==> src/rtl/in_hand_shaking.sv <==
// in_hand_shaking
//   Receive-side handshake for a NoC router input port. Packets arrive on a
//   si/ri handshake and are handed to the port's input FIFO through write_en.
//   A 2-entry skid buffer sits in between so that ri is a pure register decode
//   and never depends combinationally on the FIFO's full flag; the link still
//   sustains one packet per cycle while full stays low.
//
// Parameters
//   DEPTH  skid buffer entries (only 2 is supported)
//   CW     width of the accepted-packet counter
//
// Ports
//   clk         rising-edge clock
//   reset       asynchronous, active-high reset
//   si          upstream has a valid packet on in_packet
//   in_packet   upstream packet data (64 bits)
//   ri          block can accept a packet this cycle
//   full        downstream input FIFO is full
//   write_en    write out_packet into the FIFO this cycle
//   out_packet  head of the skid buffer (0 when empty)
//   pkt_count   packets accepted, modulo 2^CW

`timescale 1ns/1ps

// One skid buffer slot: a plain load-enabled 64-bit register.
module in_hand_shaking_entry #(
  parameter int W = 64
) (
  input  logic         clk,
  input  logic         reset,
  input  logic         we,
  input  logic [W-1:0] d,
  output logic [W-1:0] q
);
  always_ff @(posedge clk or posedge reset) begin
    if (reset)   q <= '0;
    else if (we) q <= d;
  end
endmodule

module in_hand_shaking #(
  parameter int DEPTH = 2,
  parameter int CW    = 16
) (
  input  logic          clk,
  input  logic          reset,
  input  logic          si,
  input  logic [63:0]   in_packet,
  output logic          ri,
  input  logic          full,
  output logic          write_en,
  output logic [63:0]   out_packet,
  output logic [CW-1:0] pkt_count
);
  localparam int PW  = (DEPTH > 1) ? $clog2(DEPTH) : 1;
  localparam int CNW = $clog2(DEPTH + 1);

  logic [CNW-1:0]              count, count_nxt;
  logic [PW-1:0]               wr_ptr, rd_ptr;
  logic [DEPTH-1:0][63:0]      entry;
  logic [DEPTH-1:0]            entry_we;
  logic                        acc;
  logic                        not_empty;

  // ri comes only from registers (and reset), so full never reaches it.
  assign not_empty  = (count != '0);
  assign ri         = !reset && (count < CNW'(DEPTH));
  assign acc        = si && ri;
  // No bypass: only stored packets can be written out.
  assign write_en   = !reset && not_empty && !full;
  assign out_packet = (!reset && not_empty) ? entry[rd_ptr] : '0;

  for (genvar i = 0; i < DEPTH; i++) begin : g_entry
    assign entry_we[i] = acc && (wr_ptr == PW'(i));
    in_hand_shaking_entry #(.W(64)) u_entry (
      .clk  (clk),
      .reset(reset),
      .we   (entry_we[i]),
      .d    (in_packet),
      .q    (entry[i])
    );
  end

  // Occupancy: simultaneous accept and drain leaves it unchanged. Accept at
  // count==DEPTH cannot happen because ri is low there.
  always_comb begin
    count_nxt = count;
    case ({acc, write_en})
      2'b10:   count_nxt = count + CNW'(1);
      2'b01:   count_nxt = count - CNW'(1);
      default: count_nxt = count;
    endcase
  end

  always_ff @(posedge clk or posedge reset) begin
    if (reset) begin
      count     <= '0;
      wr_ptr    <= '0;
      rd_ptr    <= '0;
      pkt_count <= '0;
    end else begin
      count <= count_nxt;
      if (acc) begin
        wr_ptr    <= (wr_ptr == PW'(DEPTH - 1)) ? '0 : wr_ptr + PW'(1);
        pkt_count <= pkt_count + CW'(1);
      end
      if (write_en)
        rd_ptr <= (rd_ptr == PW'(DEPTH - 1)) ? '0 : rd_ptr + PW'(1);
    end
  end
endmodule

==> config.mk <==
export PLATFORM = sky130hd
export DESIGN_NAME = in_hand_shaking
export DESIGN_NICKNAME = d
export VERILOG_FILES = /design/src/rtl/in_hand_shaking.sv
export SDC_FILE = /design/constraint.sdc
export NUM_CORES = 1
export LEC_CHECK = 0
export ABC_AREA = 1
export CAP_MARGIN = 20
export CORE_AREA = 2 2 119 144
export CTS_CLUSTER_SIZE = 20
export DETAILED_ROUTE_END_ITERATION = 6
export DIE_AREA = 0 0 121 146
export DONT_BUFFER_PORTS = 1
export HOLD_SLACK_MARGIN = 0.1
export PLACE_DENSITY = 0.59
export SLEW_MARGIN = 15
export SYNTH_ARGS = -nofsm -noshare
export SYNTH_HDL_FRONTEND = slang
export SYNTH_SLANG_ARGS = --single-unit
==> constraint.sdc <==
create_clock -name clk -period 7 [get_ports clk]
set_input_delay 2.1 -clock clk [delete_from_list [all_inputs] [get_ports clk]]
set_output_delay 2.1 -clock clk [all_outputs]
set_load 0.03 [all_outputs]
* Yosys cells after proc, flatten, opt, wreduce, memory -nomap -nowiden *
Index checks and enable logic that the tools add are counted.

storage, ports and cells
  register bits after elaboration = 148
  output and inout port bits = 82

operators by class
  add/sub/neg operators = 5
  magnitude comparators = 2
  eq/ne operators = 2
  mux-type cells = 6
  bitwise gates (word level) = 1
  reductions and logical operators = 10

operator list
  kind                                                number
  2-to-1 mux 64 bit                                   3
  adder 16 x 1 -> 16 bit, second input constant       1
  logical AND 1 bit                                   6
  case mux 2 bit (2 select lines)                     1
  nonzero test 2 bit                                  2
  adder 1 bit, second input constant                  2
  adder 2 x 1 -> 2 bit, second input constant         1
  == test 2 x 1 -> 1 bit, second input constant       1
  == test 2 bit, second input constant                1
  zero test 1 bit                                     2
  < comparator 1 x 2 -> 1 bit, second input constant  1
  < comparator 2 bit, second input constant           1
  2-to-1 mux 1 bit                                    2
  subtractor 2 x 1 -> 2 bit, second input constant    1
  inverter 1 bit                                      1

* Logic depth before layout (Yosys ltp) *
  depth after elaboration = 5
  mapped depth = 9

* Hierarchy *
Synthesis repeated with hierarchy kept, for this count alone.

unflattened totals
  cell total of the unflattened synthesis = 1001
  area, all modules = 7299.5 um2

modules (own cells, without submodules)
  module                 instances  cells each  area an instance (um2)  seq. area each (um2)
  in_hand_shaking_entry  2          271         2449.8                  1601.5
  in_hand_shaking        1          459         2399.8                  500.5

* Least setup slack after synthesis *
OpenSTA, ideal clock, no wires.

  path type = input port to output port
  from = input port reset
  to = output port out_packet[13]
  arrival = 2929 ps
  data required time = 4900 ps
  path slack = 1971 ps
  stages = 5
  path buffers = 2
  cells stage by stage = nor2_1 > clkbuf_1 > buf_2 > nand2_1 > inv_1

on the way
  cells in the longest elaborated chain, start to end = 3

RTL lines
  element                    RTL line  RTL
  start, declared            46        input logic reset,
  zero test 1 bit (no line)  --
  logical AND 1 bit          71        assign out_packet = (!reset && not_empty) ? entry[rd_ptr] : '0;
  2-to-1 mux 64 bit          71
  end, declared              52        output logic [63:0] out_packet,

No other way between the ends.

* Final worst setup path *
  from = input port reset
  to = output port out_packet[14]

The elaborated chain is that of the path after synthesis.

==> run summary <==
Counting flops with a built-in enable in the synthesized netlist gives 0. The total of hold buffers inserted after clock tree synthesis is 0, and the hold violation total from the final report is 0. Overall power consumption after layout is estimated at 3.65 mW. The clock latency at the later pin of the worst-skew pair came out at 0.42 ns. The cell with the largest stage delay on the worst path was buf_4.

Post-CTS repair changed the size of 0 cells. The first routing iteration left 242 violations. For this block, the via count after detailed routing is 5355. The fraction of the yosys area taken by sequential cells is 52.6%.

The maximum clock frequency is 188 MHz. The initial antenna violation count was 0. The proportion of synthesized flip-flops having asynchronous set or reset is 100%, and the overall fraction of global-route tracks in use is 18.2%. For this configuration, the core starts out at a cell density of 43.6%. Once layout is complete, the utilization of the core stands at 47.8%. After synthesis the netlist holds a flip-flop and latch count of 148. The tools report the number of global-route vias before repair as 5293. The tool flagged a number of max-cap violations equal to 0. In this run the core area contains 51 standard-cell rows.

The required arrival time at the worst endpoint is 4.90 ns, and the total length of routed wires is 15000 um. The worst setup path is launched from a primary input. After synthesis the cells add up to 0.00704 mm^2. For the finished layout, the period the worst path requires is 5.31 ns. The first global-routing pass estimated 25700 um of wire. Class of the tightest hold or removal check: reg -> reg.

Once placement finished, the instance area stood at 0.00710 mm^2. Counting the buffers created by CTS gives 17. The number of design rule violations left after detail routing came out at 0.

For this design the top-level I/O count stands at 150. By area the synthesized netlist is led by dfrtp_1, nand2_1, inv_1. Using the TritonRoute via totals, the vias-per-cell ratio works out to 4.71.

The number of standard cells in the layout, taps in and fillers out was 1137; the maximum VDD drop was 0.000241 V. Dominant cell by count in the synthesized netlist: nand2_1. The detail route stage leaves a number of antenna-violating nets equal to 0. Traced cell by cell, the critical path runs through nor2_4, buf_4, nand2_1, inv_1.

Synthesis handed over a netlist of 935 instances. For the die outline area, the log shows 0.0177 mm^2. The clock net in this run drives a total of 148 sinks. The logs give 9150 um for the HPWL after detailed placement and 0.732 for the weighted congestion reported at the end of routability-driven placement. The layout has 1684 filler cells.

The longest individual stage delay on the worst path works out to 0.48 ns. The critical path runs through a total of 4 cells. The launch point of the critical path is reset. The number of distinct library cells after synthesis was 24. The largest net degree at the start of global routing is 117. In the synthesized netlist, the cells that appear most often are nand2_1, dfrtp_1, inv_1. The logs give 1.69 ns for the final critical-path setup slack and 46.5% for the max-slew headroom at the worst pin. Setup slack on the worst reg-to-reg path comes out at 4.64 ns.

The biggest area contributor in the post-synthesis netlist is dfrtp_1. Cell internal power was estimated by the tool at 2.14 mW. In this run the tool buffered the top-level ports with 0 buffer cells. TritonCTS built the clock tree.

Logic depth of the worst register-to-register path: 9. Summing all non-filler instances in the final layout gives an area of 0.00772 mm^2. The synthesis-to-layout area growth works out to 9.67%.

The Yosys step of the flow raised 0 warnings. Horizontal die dimension: 121 um. The fraction of layout cells with a size suffix above 1 is 5.19%.

0 antenna diodes ended up in the layout. In the finished design, the share of the clock period the worst path needs comes to 75.9%. The placeable core region is 0.0161 mm^2, and the switching part of the total power is 41.2%. Counting both buffers and inverters, the worst setup path holds a total of 2. The number of placed instances, taps included, is 1104. Commonest register cell after synthesis: dfrtp_1. For the switching power, the log shows 1.50 mW. Y dimension of the die: 146 um.

For the pin with the worst max-slew slack, the measured transition is 0.802 ns. After detailed routing, the average wire length per cell comes to 13.2 um. Setup violations remaining at the end of the flow were counted as 0.

The total overflow left after global routing is 0. Sequential cells burn 39.9% of the power. Setup repair after global routing left no endpoint under its margin.

Buffers added to address setup during post-CTS repair amount to 0. The worst setup path is captured at a primary output. The final layout contains 982 nets. The run finished with clean final reports.

Portion of total power attributed to combinational logic: 35.2%. The startpoint of the worst register-to-register path is count[1]$_DFFE_PP0P_. Of the total power, the clock network draws 24.9%. The clock-pin slew on the worst setup and hold paths is 0.06 ns, and the share of Yosys cell area claimed by the top area cell type is 52.6%. The max-slew violation count was 0. The analysis attributes to cell leakage a power of 4.53 nW. A synthesized cell averages 7.53 um^2. Data on the critical path arrives at its endpoint at 3.21 ns.

The timing endpoint of the critical path was out_packet[14]. Prior to clock tree synthesis, the placed netlist has a worst setup slack of 1.67 ns. In this run the worst path has a maximum fanout of 62.

Power spread over the standard cell area amounts to 472 mW/mm^2. The total nets after synthesis came out at 1005. For the total number of H-tree levels, the log shows 4.

The first-pass iteration count of the detailed router was 5. The buffer levels on the longest clock path is 2, and the aggregate negative setup slack is 0 ns. The largest delay contributor family on the critical path was buffers and inverters. Clock skew on the completed layout was measured at 0.00447 ns. The type of the setup path with the least slack is in -> out.

The tree is rooted in a clkbuf_16. The tools report the worst hold-check slack as 0.483 ns. The endpoint of the worst register-to-register path is count[1]$_DFFE_PP0P_.
[state kept, by name, summed over array words and instances, names as in the netlist]
| signal | flops |
|---|---|
| pkt_count | 16 |
| rd_ptr | 1 |
| g_entry.u_entry.q | 128 |
| wr_ptr | 1 |
| count | 2 |
[tightest hold or removal path: stages (launching register included)]
cell and delay, ns:
dfrtp_1 0.34, nand2_1 0.05, o21ai_0 0.06
[area by class of cell]
cell class	instances	area, um^2	share of cell area [%]
Tap cell	212	265	3.43
Multi-Input combinational cell	595	2550	33.0
Clock buffer	18	429	5.56
Timing Repair Buffer	7	72.6	0.940
Sequential cell	148	3700	48.0
Clock inverter	14	163	2.11
Inverter	143	542	7.02
[metal layers]
| layer | track usage [%] | share of wire (%) | vias up |
|---|---|---|---|
| li1 | - | - | 2753 |
| met1 | 23.3 | 45 | 2458 |
| met2 | 29.3 | 49 | 133 |
| met3 | 5.64 | 5.4 | 11 |
| met4 | 5.81 | 1.1 | 0 |
| met5 | 0 | 0 | - |
[cells in the final DEF (no fill, tap or decap), types with 4 or more instances in the layout]
cell type	netlist	routed
nand2_1	424	423
dfrtp_1	148	147
inv_1	142	140
o21ai_1	79	79
o21ai_0	50	50
clkbuf_16	0	17
nor2_1	9	8
xnor2_1	7	7
clkinv_2	0	6
buf_4	0	6
xor2_1	5	5
nand3_1	4	4
nand3b_1	4	4
clkinv_4	0	4
[power by group through the flow]
stage	clock, mW	sequential (mW)	combinational (mW)
5_1_grt	0.968	1.50	1.48
3_3_place_gp	0	1.46	1.29
6_report	0.909	1.45	1.28
4_1_cts	0.935	1.46	1.31
3_5_place_dp	0	1.47	1.31
2_1_floorplan	0	1.43	1.11
[worst min-delay path by stage]
stage	depth (start not counted)	slack [ns]	end	startpoint
5_1_grt	2	0.51	g_entry[0].u_entry.q[29]$_DFFE_PP0P_	g_entry[0].u_entry.q[29]$_DFFE_PP0P_
4_1_cts	2	0.49	g_entry[1].u_entry.q[62]$_DFFE_PP0P_	g_entry[1].u_entry.q[62]$_DFFE_PP0P_
3_3_place_gp	2	0.47	g_entry[1].u_entry.q[4]$_DFFE_PP0P_	g_entry[1].u_entry.q[4]$_DFFE_PP0P_
6_report	2	0.48	g_entry[1].u_entry.q[29]$_DFFE_PP0P_	g_entry[1].u_entry.q[29]$_DFFE_PP0P_
2_1_floorplan	2	0.45	g_entry[1].u_entry.q[4]$_DFFE_PP0P_	g_entry[1].u_entry.q[4]$_DFFE_PP0P_
3_5_place_dp	2	0.47	g_entry[1].u_entry.q[27]$_DFFE_PP0P_	g_entry[1].u_entry.q[27]$_DFFE_PP0P_
[logic make-up after synthesis]
group | count (synthesis) | share of synthesized area [%]
DFF | 148 | 52.6
and+or+nand+nor | 451 | 24.9
AOI/OAI and AO/OA | 130 | 9.24
buffers and inverters | 192 | 11.5
xor gates and xnor gates | 12 | 1.49
adders and majority gates | 2 | 0.355
Power figures use the tool's default switching activity.
